### src/rtl/llc_in_arbiter.sv
// LLC input arbiter: merges tb reset, coherence rsp, CPU req and DMA req into one registered grant slot.
// Optional rsp starvation guard is compiled in when LLC_ARB_STARVE_EN is defined.
module llc_in_arbiter #(
   parameter int PAY_W = 64
`ifdef LLC_ARB_STARVE_EN
   ,
   parameter int STARVE_MAX = 4
`endif
) (
   input  logic             clk,
   input  logic             rst,
   input  logic             rst_tb_valid,
   output logic             rst_tb_ready,
   input  logic [PAY_W-1:0] rst_tb_data,
   input  logic             rsp_valid,
   output logic             rsp_ready,
   input  logic [PAY_W-1:0] rsp_data,
   input  logic             req_valid,
   output logic             req_ready,
   input  logic [PAY_W-1:0] req_data,
   input  logic             dma_valid,
   output logic             dma_ready,
   input  logic [PAY_W-1:0] dma_data,
   input  logic             req_stall,
   input  logic             dma_stall,
   input  logic             core_hold,
   output logic             out_valid,
   input  logic             out_ready,
   output logic [1:0]       out_src,
   output logic [PAY_W-1:0] out_data
);

   localparam logic [1:0] SRC_TB  = 2'd0;
   localparam logic [1:0] SRC_RSP = 2'd1;
   localparam logic [1:0] SRC_REQ = 2'd2;
   localparam logic [1:0] SRC_DMA = 2'd3;

   typedef enum logic {EMPTY = 1'b0, FULL = 1'b1} state_e;

   state_e             state_q, state_d;
   logic [1:0]         out_src_q, out_src_d;
   logic [PAY_W-1:0]   out_data_q, out_data_d;
   logic               rr_dma_q, rr_dma_d;   // 1: dma preferred over req on a tie

   logic               elig_rsp, elig_req, elig_dma, any_elig;
   logic               slot_open, accept;
   logic [1:0]         win_src;
   logic [PAY_W-1:0]   win_data;

`ifdef LLC_ARB_STARVE_EN
   localparam int CNT_W = (STARVE_MAX < 1) ? 1 : $clog2(STARVE_MAX + 1);
   logic [CNT_W-1:0]   starve_cnt_q, starve_cnt_d;
`endif

   // NOTE: every signal written here gets a default first so no latch is inferred.
   always_comb begin
      elig_req = req_valid && !req_stall;
      elig_dma = dma_valid && !dma_stall;
      elig_rsp = rsp_valid;
`ifdef LLC_ARB_STARVE_EN
      if ((starve_cnt_q == CNT_W'(STARVE_MAX)) && (elig_req || elig_dma)) elig_rsp = 1'b0;
`endif
      any_elig = rst_tb_valid || elig_rsp || elig_req || elig_dma;

      win_src = SRC_TB;
      if (rst_tb_valid)             win_src = SRC_TB;
      else if (elig_rsp)            win_src = SRC_RSP;
      else if (elig_req && elig_dma) win_src = rr_dma_q ? SRC_DMA : SRC_REQ;
      else if (elig_req)            win_src = SRC_REQ;
      else if (elig_dma)            win_src = SRC_DMA;

      case (win_src)
         SRC_TB:  win_data = rst_tb_data;
         SRC_RSP: win_data = rsp_data;
         SRC_REQ: win_data = req_data;
         default: win_data = dma_data;
      endcase
   end

   // Readys are gated by rst so nothing is accepted while reset is held.
   assign slot_open    = ((state_q == EMPTY) || out_ready) && !core_hold;
   assign accept       = slot_open && any_elig && rst;
   assign rst_tb_ready = accept && (win_src == SRC_TB);
   assign rsp_ready    = accept && (win_src == SRC_RSP);
   assign req_ready    = accept && (win_src == SRC_REQ);
   assign dma_ready    = accept && (win_src == SRC_DMA);

   always_comb begin
      state_d    = state_q;
      out_src_d  = out_src_q;
      out_data_d = out_data_q;
      rr_dma_d   = rr_dma_q;
      case (state_q)
         EMPTY: if (accept) state_d = FULL;
         FULL:  if (out_ready && !accept) state_d = EMPTY;
      endcase
      if (accept) begin
         out_src_d  = win_src;
         out_data_d = win_data;
         if (win_src == SRC_REQ)      rr_dma_d = 1'b1;
         else if (win_src == SRC_DMA) rr_dma_d = 1'b0;
      end
   end

`ifdef LLC_ARB_STARVE_EN
   always_comb begin
      starve_cnt_d = starve_cnt_q;
      if (accept) begin
         if (win_src == SRC_REQ || win_src == SRC_DMA)
            starve_cnt_d = '0;
         else if (win_src == SRC_RSP && (elig_req || elig_dma) &&
                  starve_cnt_q != CNT_W'(STARVE_MAX))
            starve_cnt_d = starve_cnt_q + 1'b1;
      end
   end

   always_ff @(posedge clk or negedge rst) begin
      if (!rst) starve_cnt_q <= '0;
      else      starve_cnt_q <= starve_cnt_d;
   end
`endif

   // NOTE: sequential state uses non-blocking assignments only.
   always_ff @(posedge clk or negedge rst) begin
      if (!rst) begin
         state_q    <= EMPTY;
         out_src_q  <= SRC_TB;
         out_data_q <= '0;
         rr_dma_q   <= 1'b0;
      end else begin
         state_q    <= state_d;
         out_src_q  <= out_src_d;
         out_data_q <= out_data_d;
         rr_dma_q   <= rr_dma_d;
      end
   end

   assign out_valid = (state_q == FULL);
   assign out_src   = out_src_q;
   assign out_data  = out_data_q;

endmodule
### config.mk
export PLATFORM = sky130hd
export DESIGN_NAME = llc_in_arbiter
export DESIGN_NICKNAME = d
export VERILOG_FILES = /design/src/rtl/llc_in_arbiter.sv
export SDC_FILE = /design/constraint.sdc
export NUM_CORES = 1
export LEC_CHECK = 0
export CORE_AREA = 2 2 131 133
export CTS_CLUSTER_DIAMETER = 200
export DETAILED_ROUTE_END_ITERATION = 10
export DIE_AREA = 0 0 133 135
export PLACE_DENSITY = 0.72
export SLEW_MARGIN = 25
export SYNTH_ARGS = -nofsm -noshare
export SYNTH_HDL_FRONTEND = slang
export SYNTH_SLANG_ARGS = --single-unit
### constraint.sdc
create_clock -name clk -period 4.1 [get_ports clk]
set_clock_uncertainty 0.15 [all_clocks]
set_input_delay 0.615 -clock clk [delete_from_list [all_inputs] [get_ports clk]]
set_output_delay 0.615 -clock clk [all_outputs]
set_load 0.1 [all_outputs]
After elaboration in Yosys (flattened, before gate mapping) --
Index checks and enable logic that the tools add are counted.
Storage, ports and cells: flip-flop bits (word level) 68, output and inout bits 71
Cells by class: reductions and logical operators 22, equality and inequality tests 3, bitwise operators 1, multiplexer cells 12
Operator list (count):
- $pmux 64 s3 | 1
- $logic_and 1x1->1 | 11
- $mux 2 | 5
- $mux 1 | 5
- $eq 2x2->1 const B | 2
- $logic_not 1->1 | 4
- $logic_or 1x1->1 | 4
- $eq 2x1->1 const B | 1
- $logic_not 2->1 | 1
- $pmux 1 s2 | 1
- $reduce_and 2->1 | 1
- $reduce_bool 2->1 | 1
- $not 1->1 | 1

Logic depth before layout (Yosys ltp) --
Gate-level depths: netlist of the first run.
word-level depth 10, gate-level depth with buffers 7

Worst setup path after synthesis of the first run --
No wires, ideal clock.
path type register to output, start reg state_q, in the netlist out_valid, end out req_ready, required time 3335 ps, arrival time 2186 ps, path buffers 1, path slack 1149 ps, cell stages (with the launch flop) 5, cells stage by stage dfrtp_1 > nand2b_1 > and2_1 > clkbuf_1 > and4_1
Between the ends: word-level cells in the longest chain between the ends 6
Ends and longest elaborated chain:
- start, declared | line 40 | state_e state_q, state_d;
- start signal, assigned | line 131 | state_q <= state_d;
- $not 1->1
- $logic_or 1x1->1 | line 81 | assign slot_open = ((state_q == EMPTY) || out_ready) && !core_hold;
- $logic_and 1x1->1 | line 81
- $logic_and 1x1->1 (2 in a row) | line 82 | assign accept = slot_open && any_elig && rst;
- $logic_and 1x1->1 | line 85 | assign req_ready = accept && (win_src == SRC_REQ);
- end, declared | line 19 | output logic req_ready,
Every way passes these cells.

Final worst setup path of the first run --
start in dma_stall, end out dma_ready
Between the ends: word-level cells in the longest chain between the ends 9
Ends and longest elaborated chain:
- start, declared | line 25 | input logic dma_stall,
- $logic_not 1->1 * | line 58 | elig_dma = dma_valid && !dma_stall;
- $logic_and 1x1->1 * | line 58
- $mux 2 | line 70 | else if (elig_dma) win_src = SRC_DMA;
- $mux 2 | line 69 | else if (elig_req) win_src = SRC_REQ;
- $mux 2 | line 68 | else if (elig_req && elig_dma) win_src = rr_dma_q ? SRC_DMA : SRC_REQ;
- $mux 2 | line 67 | else if (elig_rsp) win_src = SRC_RSP;
- $mux 2 | line 66 | if (rst_tb_valid) win_src = SRC_TB;
- $eq 2x2->1 | line 86 | assign dma_ready = accept && (win_src == SRC_DMA);
- $logic_and 1x1->1 * | line 86
- end, declared | line 22 | output logic dma_ready,
Every way passes the cells marked *; elsewhere a longest branch is shown, timed or not.

==> out/results.tsv, run 1 <==
metric	value	unit
main combinational cell family by area after synthesis	compound AO/OA/AOI/OAI gates	
H-tree Lvls	3	
maximum vdd ir drop	0.0002596	V
fmax	0.3338	GHz
clock sink count	68	
port bufs	336	
simple-gate area share of the yosys netlist	22.50	%
register area share after synthesis	33.27	%
syn avg cell area	9.283	µm²
WS Path Type	in2out	
Final ANT Viol Nets	0	
Top Ports	337	
drt drc	0	
die width	133	µm
Worst setup SP type	input pin	
total grt overflow	0	
fin cells	1072	
DP Cell Count	1056	
Nets	1113	
first-pass GRT wire length	34090	µm
fraction of layout cells with a size suffix above 1	8.696	%
Final setup viols	0	
arrival time of the worst setup path	2.23	ns
Syn Inst Count	551	
number of synthesis warnings	0	
Yosys top cell area share	33.27	%
crit path cell chain	clkdlybuf4s50_1 > nor2b_4 > o211a_4 > and2_1 > buf_12	
Post-Syn Area	5115	µm²
CP max stage cell	clkdlybuf4s50_1	
Yosys cell types	34	
DR iter-0 viols	412	
largest net degree at the start of global routing	69	
nature of the critical path endpoint	primary output	
Die H	135	µm
max-cap viol count	0	
hold_buf cts	0	
Clock Latency Late Sink	0.34	ns
Slew Limit Fails	0	
slowest stage delay, CP	0.47	ns
crit-path max FO	16	
post-DP HPWL	15880	µm
final worst slack	1.104	ns
post-synthesis register bit count	68	
unrepaired setup endpoints after global routing	no	
initial antenna violation count	1	
area share of fa/ha/maj cells after synthesis	0	%
Clock Path Buffers	2	
Final Hold Viols	0	
Worst-Margin Slew	1.053	ns
die area	17960	µm²
Post-CTS Resized	0	
vias per cell	5.604	
number of global-route vias before repair	6003	
Tot GR Track Use	24.50	%
post-layout minimum cycle time	2.996	ns
Final period util	73.07	%
Synth area leader	dfrtp_1	
status	complete, no violations	
Post-Synth XOR/XNOR Area	0	%
mux contribution to synthesized area	0	%
WP buf/inv	2	
Compound-Gate Fraction of Synth Area	36.69	%
num rows	47	
routability cong.	0.8070	
setup_tns	0	ns
via count	6008	
synth top area cells	dfrtp_1 (33%), a22o_1 (11%), nor4b_1 (11%)	
CTS Buf Count	9	
Leak	3.347	nW
routed length per instance	20.94	µm
Crit path max-delay family	buffers and inverters	
Initial DRT Pass Iterations	5	
CTS tree	done	
Reg clk slew, reported paths	0.06	ns
Fill cells	1488	
worst path required time	3.34	ns
Cell Pwr Density	418.3	nW/µm²
Net Count, Synth	817	
postcts setup bufs	0	
CTS Root Cell	clkbuf_16	
Initial Utilization	31.18	%
Rel. slew slack	29.56	%
pre-CTS WS	0.9696	ns
worst min-delay path class	in2async	
Routed Wire Length	22450	µm
area growth from synthesis to layout	73.34	%
Core ar.	16410	µm²
total power	0.003708	W
-- metrics by stage --
stage	utilization [%]	instance area (µm²)	hold slack (ns)
after global routing	54.02	8864	0.3312
after detailed placement	52.35	8589	0.3147
after CTS	54.00	8860	0.3274
after global placement	52.35	8589	0.3096
final	54.04	8866	0.2593
after floorplan	-	5115	0.1694
-- Yosys cell counts (all sizes together) --
| library cell | instances |
|---|---|
| dfrtp | 68 |
| nand2 | 66 |
| nor2 | 66 |
| a2111oi | 64 |
| a22o | 64 |
| nor4b | 64 |
| o31ai | 64 |
| buf | 41 |
| clkbuf | 30 |
| nor2b | 4 |
| nand2b | 3 |
| a21oi | 2 |
| a31oi | 2 |
| and2 | 2 |
| and3 | 1 |
| and4 | 1 |
| inv | 1 |
| nor3 | 1 |
| o211a | 1 |
| o211ai | 1 |
| o21a | 1 |
| o21ai | 1 |
| o221a | 1 |
| o311ai | 1 |
| or2 | 1 |
-- path summary, 6_finish.rpt --
kind                               from           end  slack, ns  cells past startpoint
min in group clk           out_data[36]  out_data[36]       0.33                      2
max in group asynchronous           rst  out_data[25]       3.02                      2
hold reg to reg            out_data[36]  out_data[36]       0.33                      2
setup / recovery              dma_stall     dma_ready       1.10                      5
hold / removal                      rst  out_data[41]       0.26                      2
setup reg to reg               rr_dma_q  out_data[47]       2.05                      4
-- sequential cells by signal, summed over array words and instances (netlist names) --
| signal | count |
|---|---|
| out_data | 64 |
| out_src | 2 |
| rr_dma_q | 1 |
| out_valid | 1 |
-- cell families after synthesis --
logic type / count (synthesis)
AND/OR/NAND/NOR: 209
AO/OA/AOI/OAI: 202
flip-flops: 68
buffers and inverters: 72
-- worst reg2reg max path, stage by stage, from the launching register on --
cell      delay (ns)
dfrtp_1         0.44
o211ai_4        0.61
buf_4           0.42
nor2_1          0.10
o31ai_1         0.22
-- layer usage --
| metal | up-vias | global-route usage (%) | part of all wire [%] |
|---|---|---|---|
| li1 | 2792 | - | - |
| met1 | 2833 | 30.05 | 39 |
| met2 | 329 | 41.74 | 49 |
| met3 | 54 | 5.931 | 8.3 |
| met4 | 0 | 9.319 | 3.1 |
| met5 | - | 0 | 0 |
-- power by group --
part           leakage (nW)  total, W  internal (W)  switching (W)
registers             0.847  0.000901      0.000815      0.0000859
clock network         0.135  0.000727      0.000437       0.000290
logic                  2.36   0.00208      0.000644        0.00144
-- cells in the final DEF, fill, tap and decap left out, drive strengths merged --
cell             n
and3             1
nor2            66
dfrtp           68
a22o            64
nor2b            4
o31ai           64
o311ai           1
or2              1
a21oi            2
nor4b           64
nand2           66
buf             27
o211a            1
o211ai           1
a31oi            2
clkbuf          13
o221a            1
and2             2
nand2b           3
o21a             1
a2111oi         64
nor3             1
diode            1
clkinv           2
clkdlybuf4s50  329
o21ai            1
and4             1
inv              1
-- cell type report --
type	instances	area, µm²	share of cell area, %
sequential	68	1702	19.19
inverter	1	3.754	0.04234
multi-input combinational	411	3068	34.60
antenna	1	2.502	0.02822
timing repair buffer	356	3545	39.98
tap	220	275.3	3.105
clock inverter	2	10.01	0.1129
clock buffer	13	260.3	2.935
(Power assumes the default switching activity.)
==> inputs of run 2 (changes only) <==
Settings changed: CORE_AREA 2 2 131 133 to 2 2 132 134, DIE_AREA 0 0 133 135 to 0 0 134 136, PLACE_DENSITY 0.72 to 0.74.
Clock period 4.1 ns to 2.5 ns, I/O delays scaled along.
==> out/results.tsv, run 2 (same netlist as run 1, synthesis figures left out) <==
metric	value	unit	change
die width	134	µm	was 133 µm
Layout Utilization	53.89	%	was 54.04%
unrepaired setup endpoints after global routing	no		unchanged
fraction of layout cells with a size suffix above 1	19.52	%	was 8.696%
number of global-route vias before repair	6162		was 6,003
Cell Int Power	0.003190	W	was 0.001896 W
worst min-delay path class	in2async		unchanged
Leak	3.611	nW	was 3.347 nW
fmax	0.4293	GHz	
worst path required time	1.98	ns	was 3.34 ns
Worst-Margin Slew	0.9347	ns	was 1.053 ns
Final period util	93.17	%	
port bufs	336		unchanged
DR iter-0 viols	408		was 412
Initial DRT Pass Iterations	4		was 5
Routed Wire Length	21660	µm	was 22,450 µm
CTS tree	done		unchanged
WP buf/inv	2		unchanged
Reg clk slew, reported paths	0.05	ns	was 0.06 ns
max-cap viol count	0		unchanged
arrival time of the worst setup path	1.80	ns	was 2.23 ns
Crit path max-delay family	buffers and inverters		unchanged
clock share of power	21.2	%	was 19.6%
Critical R2R Launch	rr_dma_q		unchanged
routability cong.	0.8145		was 0.8070
CTS Buf Count	9		unchanged
Worst R2R Path Depth	5		was 4
Core ar.	16880	µm²	was 16,410 µm²
status	complete, no violations		unchanged
Sw Ratio	48.50	%	was 48.87%
register share of total power	24.0	%	was 24.3%
Initial Utilization	30.31	%	was 31.18%
Top Ports	337		unchanged
Nets	1137		was 1,113
CP max stage cell	clkdlybuf4s50_1		unchanged
Clock Path Buffers	2		unchanged
postcts setup bufs	0		unchanged
nature of the critical path endpoint	primary output		unchanged
area growth from synthesis to layout	77.81	%	was 73.34%
H-tree Lvls	3		unchanged
via count	6086		was 6,008
WHS	0.1470	ns	was 0.2593 ns
hold_buf cts	0		unchanged
diodes inserted	0		was 1
Final ANT Viol Nets	0		unchanged
largest net degree at the start of global routing	69		unchanged
Clock Latency Late Sink	0.33	ns	was 0.34 ns
first-pass GRT wire length	33530	µm	was 34,090 µm
Combinational Power Share	54.8	%	was 56.1%
critical path launch point	req_stall		was dma_stall
crit path cell chain	clkdlybuf4s50_1 > nand2b_1 > o21ai_0 > and4_2 > buf_12		was clkdlybuf4s50_1 > nor2b_4 > o211a_4 > and2_1 > buf_12
Largest register FFs	64		unchanged
commonest non-fill, non-tap cell in the layout	clkdlybuf4s50_1		unchanged
post-DP HPWL	15960	µm	was 15,880 µm
WS Path Type	in2out		unchanged
Sw Pwr	0.003004	W	was 0.001812 W
post-layout minimum cycle time	2.329	ns	
die area	18220	µm²	was 17,960 µm²
Die H	136	µm	was 135 µm
drt drc	0		unchanged
total power	0.006194	W	was 0.003708 W
maximum vdd ir drop	0.0003461	V	was 0.0002596 V
routed length per instance	19.67	µm	was 20.94 µm
num rows	48		was 47
slowest stage delay, CP	0.46	ns	was 0.47 ns
initial antenna violation count	0		was 1
Final Hold Viols	0		unchanged
CTS Root Cell	clkbuf_16		unchanged
Final setup viols	0		unchanged
crit-path max FO	4		was 16
Post-CTS Resized	0		unchanged
worst r2r dst	out_data[0]		was out_data[47]
clock sink count	68		unchanged
total grt overflow	0		unchanged
Cell Pwr Density	681.0	nW/µm²	was 418.3 nW/µm²
R2R setup slack	0.70	ns	was 2.05 ns
setup_tns	0	ns	unchanged
vias per cell	5.528		was 5.604
critical path depth	5		unchanged
Tot GR Track Use	23.34	%	was 24.50%
Fill cells	1543		was 1,488
Slew Limit Fails	0		unchanged
Worst setup SP type	input pin		unchanged
Rel. slew slack	37.69	%	was 29.56%
most frequent cells in the layout	clkdlybuf4s50_1 (262), buf_4 (98), dfrtp_1 (67)		was clkdlybuf4s50_1 (329), dfrtp_1 (68), nand2_1 (66)
run 2: cell types whose count changed in the layout (fill, tap and decap cells not counted), sizes merged:
cell / before / now
bufinv: 0 / 1
inv: 1 / 0
clkdlybuf4s50: 329 / 262
clkbuf: 13 / 12
diode: 1 / 0
clkinvlp: 0 / 2
buf: 27 / 118
run 2: worst max-delay path by stage:
stage	endpoint	slack, ns
finish	req_ready	0.17
global route	req_ready	0.06
CTS	req_ready	0.16
detailed placement	out_data[0]	0.02
global placement	out_data[0]	0.08
floorplan	req_ready	0.25
run 2: power groups by stage:
stage	clock network [W]	registers (W)	logic, W
floorplan	0	0.00317	0.000612
global placement	0	0.00150	0.00339
detailed placement	0	0.00150	0.00341
CTS	0.00135	0.00149	0.00341
global route	0.00141	0.00152	0.00353
finish	0.00131	0.00149	0.00339
run 2: metal layers:
layer  routed length (µm)  track usage, %  vias to the layer above
met5                    0               0                        -
met4                  821           10.52                        0
met3                 1593           5.369                       50
met2                10860           39.77                      292
met1                 8390           28.08                     2901
li1                     -               -                     2843
run 2: final cells by class:
class / instances / area (µm²) / share of cell area [%]
multi-input combinational: 411 / 3070 / 33.76
clock inverter: 4 / 47.55 / 0.5228
tap: 225 / 281.5 / 3.095
inverter: 1 / 7.507 / 0.08254
timing repair buffer: 380 / 3729 / 41.00
sequential: 68 / 1703 / 18.72
clock buffer: 12 / 256.5 / 2.820
run 2: metrics by stage:
stage	instances	setup slack [ns]	cell area, µm²
finish	1101	0.1706	9095
floorplan	551	0.2476	5122
global placement	1085	0.08271	8791
detailed placement	1085	0.02491	8791
global route	1101	0.06280	9095
CTS	1101	0.1557	9095
run 2: worst register-to-register path, stage by stage (launching register included):
cell and delay [ns]:
dfrtp_1 0.44, o211a_4 0.30, buf_12 0.17, buf_4 0.18, a2111oi_1 0.32, o31ai_1 0.12
